## src/rtl/odd_seq_checker_sat_counter.sv

```systemverilog
// Saturating up-counter with a synchronous clear that wins over increment.
// Sticks at all-ones instead of wrapping.
module sat_counter #(
    parameter int W = 8
) (
    input  logic         clk,
    input  logic         reset,
    input  logic         clr,
    input  logic         inc,
    output logic [W-1:0] count
);

    always_ff @(posedge clk) begin
        if (reset) begin
            count <= '0;
        end else if (clr) begin
            count <= '0;
        end else if (inc && (count != '1)) begin
            count <= count + 1'b1;
        end
    end

endmodule

```

## config.mk

```make
export PLATFORM = sky130hd
export DESIGN_NAME = sat_counter
export DESIGN_NICKNAME = d
export VERILOG_FILES = /design/src/rtl/odd_seq_checker_sat_counter.sv
export SDC_FILE = /design/constraint.sdc
export NUM_CORES = 1
export LEC_CHECK = 0
export ABC_CLOCK_PERIOD_IN_PS = 3200
export CORE_AREA = 2 2 39 41
export CTS_CLUSTER_DIAMETER = 50
export DETAILED_ROUTE_END_ITERATION = 8
export DIE_AREA = 0 0 41 43
export PLACE_DENSITY = 0.69
export SYNTH_ARGS = -nofsm -noshare
export SYNTH_HDL_FRONTEND = slang
export SYNTH_SLANG_ARGS = --single-unit
```

## constraint.sdc

```tcl
create_clock -name clk -period 3.2 [get_ports clk]
set_input_delay 0.64 -clock clk [delete_from_list [all_inputs] [get_ports clk]]
set_output_delay 0.64 -clock clk [all_outputs]
set_load 0.03 [all_outputs]
```

After elaboration in Yosys (flattened, before gate mapping)
Index checks and enable logic that the tools add are counted.

Register bits after elaboration: 8. Bits of input ports: 4. Output and inout port bits: 8.

Eq/ne operators: 1. $add $sub $neg: 1. Reduce and logical (&&, ||, !) cells: 2.

Operators with widths (number): 8-bit by 1-bit adder with 8-bit output, second input constant (1); 8-bit != test, second input constant (1); 2-bit OR reduction (1); 1-bit logical AND (1).

Depth between registers and ports, before layout
Depth in word-level cells: 2. Mapped depth: 4.

Least setup slack after synthesis
No wires, ideal clock.

Path kind: reg-to-reg. From: register count[0]. To: register count[6]. Arrival: 1.471 ns. Cell stages (with the launch flop): 5. Setup time: 0.115 ns. Data required time: 3.085 ns. Slack: 1.614 ns. Clock period less this slack: 1.586 ns. Buffers on the path: 0. Path through: dfxtp_1 > ha_1 > nand3_1 > or4_1 > and3_1.

Longest elaborated chain between the ends: 2. Elaborated cells on any way between the ends: 3. Classes of those cells: 1 x add/sub; 1 x eq/ne; 1 x reduce/logical.

Ends and longest elaborated chain: from (decl) (RTL line 10) `output logic [W-1:0] count`; from (signal assigned) (RTL line 19) `count <= count + 1'b1;`; branches (longest 2 deep; another with 8-bit by 1-bit adder with 8-bit output).

Several ways; the timed one is not identified. A chain may end at the register's enable or synchronous reset.

Final worst setup path
From: register count[3]. To: output port count[3].

No word-level cell between the ends.

==> flow_summary.ini <==
[pwr]
p_sw_share_pct = 22.6
internal_power_mw = 0.151
ir_drop_uv = 145
seqPwrFrac_pct = 52.2
leakage_nw = 0.209
p_total_mw = 0.195
p_sw_mw = 0.0439
power_density_nw_per_um2 = 335
pwr-share-comb_pct = 7.8
pwr-share-clk_pct = 40.0

[placement]
place.gp.congestion = 0.693
port_buffers = 11
placed_cells = 73
hpwlAfterDp_microns = 673
pre_cts_ws_ns = 1.17

[timing]
slew-limit-headroom_pct = 70.7
worstMarginPinSlew_ns = 0.437
min_period_ns = 2.07
timing.fmax_mhz = 484
fin_crit_sh_pct = 64.5
hold_viol_final = 0
slew_violations = 0
fin_worst_skew_ns = 0.00124
setup_viol_count_final = 0
finalSetupTns_ns = 0
setup_ws_ns = 1.13
rsz0062_at_grt = false

[drt]
vias_per_cell = 5.46
firstDrtPassIters = 4
top_layer = met4
route.met2.wl_microns = 406
num_vias = 415
antenna_left = 0
wire_per_inst_microns = 11.4
totalWireLength_microns = 864
first_iter_violations = 4
wl_met3_microns = 35
wl_met1_microns = 400
drcViolationCount = 0

[cts]
post_cts_resized = 0
cts_inserted_buffers = 3
clock_sinks = 8
cts_setup_buffers = 0
clk_pin_slew_ns = 0.05
clk_latency_ns = 0.25
cts-htree-levels = 1
ctsHoldBuffers = 0
cts_tree = yes
cts_buffer_depth = 2
root_buffer = clkbuf_4

[critical_path]
rr_worst_depth = 4
slowest_stage = clkdlybuf4s50_1
slowest_delay_ns = 0.72
cp_data_arrival_time_ns = 1.43
cp_top_family = buffers and inverters
cp_max_fo = 8
end_kind = output pin
cp.required_ns = 2.56
path_buf_inv = 1
rrSetupSlack_ns = 1.71
worstReg2RegStart = count[0]$_SDFFE_PP0P_
critPathLaunch = count[3]$_SDFFE_PP0P_
path_cells = clkdlybuf4s50_1
timing.rr.end = count[6]$_SDFFE_PP0P_
cp-start-kind = register
path_class = reg -> out

[flow_run]
maxCapViolations = 0

[floorplanning]
dieHeight_microns = 43
dieWidth_microns = 41
core_area_sq_um = 1380
rows = 14
io_pins = 12
fp.dieArea_sq_um = 1760
initial_core_util_pct = 31.5

[global_routing]
grtUsageTotal_pct = 12.7
antenna_found_initial = 0
grt_pass1_wl_microns = 1500
grt_pass1_vias = 383
grt_max_degree = 9
gr-total-overflow = 0

[final_layout]
drive_gt1_share_pct = 8.33
top_register = count
antenna_cells = 0
num-nets-final = 67
num-fill-cells = 145
instances_no_fill = 76
most-common-layout-cells = 11 x clkdlybuf4s50_1, 8 x dfxtp_1, 6 x nand2_1
syn2layout_area_growth_pct = 33.3
mostFrequentLayoutCell = clkdlybuf4s50_1
largest_register_ffs = 8
reg_top3 = count (8)

[logic_synthesis]
postSynthAreaPerCell_sq_um = 9.26
synth_seq_cells = 8
yosys_warnings = 0
synth_cell_types = 21
syn_area_sq_um = 435
seq_area_frac_synth_pct = 36.8
synthCells = 47
synth_nets = 52

[min_path]
min_path_cells = 2
worstHoldStart = count[1]$_SDFFE_PP0P_
hold_class = reg -> reg
holdPathEnd = count[1]$_SDFFE_PP0P_

[outcome]
outcome = finished, final reports clean
-- power by group through the flow --
stage	registers (mW)	logic [mW]	clock network, mW
2_1_floorplan	0.105	0.00473	0
3_3_place_gp	0.104	0.0154	0
3_5_place_dp	0.104	0.0153	0
4_1_cts	0.101	0.0154	0.0814
5_1_grt	0.102	0.0166	0.0890
6_report	0.102	0.0153	0.0778
-- layout make-up --
| class | count | area, sq um | area share, % |
|---|---|---|---|
| tap | 16 | 20.0 | 3.45 |
| inverter | 1 | 3.75 | 0.647 |
| clock buffer | 3 | 22.5 | 3.88 |
| multi-input combinational | 37 | 264 | 45.5 |
| sequential | 8 | 160 | 27.6 |
| timing repair buffer | 11 | 110 | 19.0 |
-- worst reg2reg max path, delay by kind of cell, from the launching register on --
kind	cells	cell delay, ns
fa+ha+maj	1	0.26
flops	1	0.39
simple gates	3	0.73
-- kinds of logic after synthesis --
kind of cell,after synthesis,share of synthesized area [%]
buffers and inverters,2,2.59
AO/OA/AOI/OAI,10,19.5
flip-flops,8,36.8
multiplexers,4,9.20
AND/OR/NAND/NOR,22,29.0
adder cells (fa/ha/maj),1,2.87
-- worst max-delay path by stage --
stage / slack [ns] / depth (start not counted) / to
3_5_place_dp: 1.17 / 4 / count[5]$_SDFFE_PP0P_
3_3_place_gp: 1.21 / 4 / count[5]$_SDFFE_PP0P_
4_1_cts: 1.14 / 1 / count[3]
6_report: 1.13 / 1 / count[3]
2_1_floorplan: 1.61 / 4 / count[6]$_SDFFE_PP0P_
5_1_grt: 1.08 / 1 / count[3]
-- routing by layer --
layer	track usage, %	vias up
met3	3.14	2
met1	15.2	191
met5	0	-
li1	-	210
met4	8.00	0
met2	19.1	12
-- Yosys cell counts --
cell,count,share of area [%]
and3_1,3,4.3
a21boi_1,2,3.4
nand4_1,2,2.9
buf_4,1,1.7
a21boi_2,1,2.6
a31oi_1,1,1.4
mux2i_1,4,9.2
and3b_1,1,2.0
nand3_1,2,2.3
dfxtp_1,8,37
or4_1,1,1.7
nor2_1,1,0.86
a2111oi_4,1,6.3
nor4_1,1,1.4
ha_1,1,2.9
inv_1,1,0.86
nand2_1,6,5.2
a21oi_1,4,4.6
o21ai_0,1,1.1
and4_1,2,4.0
or3_1,3,4.3
-- through the flow --
stage	hold WS [ns]	utilization, %	instance area [sq um]
after detailed placement	0.498	40.3	558
after CTS	0.508	42.0	581
after floorplan	0.599	-	435
after global placement	0.479	40.3	558
final	0.498	42.0	581
after global routing	0.530	42.0	581
Note: power is estimated with default switching activity, not from simulation.
==> variant 1, RTL diff (same settings) <==
Make the reset (`reset`) asynchronous in one clocked block.
--- a/src/rtl/odd_seq_checker_sat_counter.sv
+++ b/src/rtl/odd_seq_checker_sat_counter.sv
@@ -12,3 +12,3 @@
 
-    always_ff @(posedge clk) begin
+    always_ff @(posedge clk or posedge reset) begin
         if (reset) begin
Behaviour: differs if reset is asserted again (counterexample within 4 cycles, from zero or initial values and one cycle with reset high); with reset held inactive, the same outputs for 10 cycles.
==> variant 1 against the unedited design <==
  * Cell area rose by 11%
  * Sequential power rose by 5%
  * Critical path depth did not move
  * Clock power rose by 4.1%
  * Maximum frequency barely moved
  * Die area did not move
  * Sequential cell count did not move
  * Power rose by 11%
  * Non-clock buffer count did not move
  * Wire length rose by 17%
  * Worst setup slack barely moved
  * Via count rose by 0.24%
  * Synthesized area rose by 16%
  * Highest routed layer unchanged
==> variant 1: results <==
set metrics [dict create \
    r2r_cells 4 \
    synth.distinct_cells 25 \
    p_switching_w 0.0000557 \
    critPathMaxFanout 7 \
    viasPerCell 5.40 \
    synth_common_cells "8 x dfrtp_1, 4 x mux2_4, 4 x nand2_1, 4 x nor2_1, 4 x nor2b_1" \
    min_to "count[1]" \
    port-buffer-count 11 \
    grt_usage_pct 14.9 \
    wl_per_cell_microns 13.1 \
    grt_pass1_vias 367 \
    clk_pin_slew_ns 0.06 \
    slowest_delay_ns 0.71 \
    ys_seq_area_share_pct 39.7 \
    nFillCells 136 \
    tightest_slew_ns 0.343 \
    place_congestion 0.726 \
    worstHoldStart "count[1]" \
    drt_iter0_markers 9 \
    ys_warn_count 0 \
    grt_antenna_before_repair 0 \
    synthTopCellsByArea "dfrtp_1 40%, mux2_4 12%, nor2b_1 5.0%, a21oi_2 3.5%, nand2_1 3.0%" \
    cts_inserted_buffers 3 \
    status "finished clean" \
    hold_depth 2 \
    final_nets 68 \
    async_reset_ff_share_pct 100 \
    holdCritPathClass "register to register" \
    cts_root_buf "clkbuf_4" \
    place_hpwl_microns 739 \
    final.setup_skew_ns 0.00797 \
    power_w 0.000215 \
    power.leakage_nw 0.286 \
    grt_pass1_wl_microns 1640 \
    antenna_cells 0 \
    cts_resized 0 \
    dp_worst_setup_slack_ns 1.08 \
    reg2reg_to "count[5]" \
    ir_worst_vdd_mv 0.162 \
    top_regs "count: 8 flops" \
    r2r-start "count[0]" \
    pg_comb_w 0.0000277 \
    slew_viol_final 0 \
    layout-drive-gt1-share_pct 18.0 \
    dr.pass1.iters 3 \
    r2r_setup_slack_ns 1.56 \
    syn_nets 54 \
    p_clk_w 0.0000810 \
    cts_max_level 1 \
    worstPathArrival_ns 1.43 \
    grt_max_degree 11 \
]
## variant 1: kinds of logic (layout without fill, tap and decap cells)
logic type | count (synthesis) | count (layout) | synth area share, %
AOI/OAI and AO/OA | 9 | 9 | 15.6
adders and majority gates | 1 | 1 | 2.48
buffers and inverters | 4 | 16 | 4.47
DFF | 8 | 8 | 39.7
muxes | 5 | 5 | 13.9
and+or+nand+nor | 22 | 22 | 23.8
## variant 1: stage by stage
| stage | cell area, sq um | util [%] | std cells | hold WS (ns) |
|---|---|---|---|---|
| floorplan | 504 | - | 49 | 0.456 |
| global placement | 619 | 44.8 | 74 | 0.565 |
| detailed placement | 619 | 44.8 | 74 | 0.572 |
| CTS | 642 | 46.4 | 77 | 0.579 |
| global route | 642 | 46.4 | 77 | 0.626 |
| finish | 642 | 46.4 | 77 | 0.572 |
## variant 1: how the worst max path moves through the flow
| stage | startpoint | endpoint | slack [ns] | cells past startpoint |
|---|---|---|---|---|
| 6_report | count[3] | count[3] | 1.13 | 1 |
| 5_1_grt | count[3] | count[3] | 1.07 | 1 |
| 4_1_cts | count[3] | count[3] | 1.12 | 1 |
| 3_5_place_dp | inc | count[5] | 1.08 | 4 |
| 3_3_place_gp | inc | count[5] | 1.14 | 4 |
| 2_1_floorplan | count[0] | count[5] | 1.50 | 4 |
## variant 1: cell type report
class | count | area, sq um | share of cell area [%]
multi-input combinational | 37 | 282 | 43.9
sequential | 8 | 200 | 31.2
timing repair buffer | 11 | 110 | 17.2
clock buffer | 3 | 22.5 | 3.51
tap | 16 | 20.0 | 3.12
inverter | 2 | 7.51 | 1.17
## variant 1: metal layers
metal	global-route usage [%]	up-vias	routed length (microns)
li1	-	200	-
met1	18.4	200	449
met2	20.3	11	482
met3	4.71	5	33
met4	12.0	0	45
met5	0	-	0
==> variant 2, RTL diff (same settings) <==
Without the edit above. `W`: 8 -> 6.
--- a/src/rtl/odd_seq_checker_sat_counter.sv
+++ b/src/rtl/odd_seq_checker_sat_counter.sv
@@ -3,3 +3,3 @@
 module sat_counter #(
-    parameter int W = 8
+    parameter int W = 6
 ) (
Ports: changed (resized count); port bits go from 12 to 10. The function was not compared with the original's and may differ.
==> variant 2 against the unedited design <==
  * Non-clock buffer count is 2 lower
  * Clock power is 9.8% lower
  * Die area stayed put
  * Cell area is 28% lower
  * Sequential cell count is 2 lower
  * Wire length is 36% lower
  * Power is 17% lower
  * Maximum frequency is 1.6% higher
  * Synthesized area is 34% lower
  * Worst setup slack better by 0.032 ns
==> variant 2: results <==
set metrics [dict create \
    placed_cell_area_sq_um 393 \
    grt_max_degree 8 \
    p_switching_w 0.0000360 \
    layout-drive-gt1-share_pct 12.5 \
    whs_ns 0.530 \
    worstHoldStart "count[2]" \
    final_nets 47 \
    seqPwrFrac_pct 47.3 \
    top_regs "count: 6 flops" \
    dp_worst_setup_slack_ns 1.09 \
    status "finished clean" \
    synthMuxAreaShare_pct 7.42 \
    clock.fmax_mhz 492 \
    yosys.area_share.adder_pct 4.37 \
    grt_usage_pct 8.26 \
    place_congestion 0.674 \
    dp.cells 53 \
    r2r_setup_slack_ns 1.60 \
    power.leakage_nw 0.153 \
    crit_path_start "count[4]" \
    port-buffer-count 9 \
    worstPathArrival_ns 1.39 \
    tightest_slew_ns 0.377 \
    wl_per_cell_microns 9.89 \
    grt_pass1_vias 237 \
    ys_seq_area_share_pct 41.9 \
    min_to "count[2]" \
]
variant 2: layout make-up:
type	instances	area (sq um)	share of cell area [%]
sequential	6	120	28.9
multi-input combinational	20	155	37.3
clock buffer	3	22.5	5.42
tap	16	20.0	4.82
inverter	2	7.51	1.81
timing repair buffer	9	90.1	21.7
variant 2: routing by layer:
metal / vias to the layer above / track usage, % / part of all wire [%]
li1: 127 / - / -
met1: 110 / 8.77 / 48
met2: 12 / 10.6 / 41
met3: 0 / 7.85 / 10
met4: 0 / 4.00 / 0
met5: - / 0 / 0
variant 2: kinds of logic (layout without fill, tap and decap cells):
| family | count (synthesis) | count (layout) |
|---|---|---|
| simple gates | 9 | 9 |
| compound gates | 7 | 7 |
| flops | 6 | 6 |
| buf+inv | 3 | 14 |
| mux | 2 | 2 |
| fa+ha+maj | 1 | 1 |
| xor+xnor | 1 | 1 |
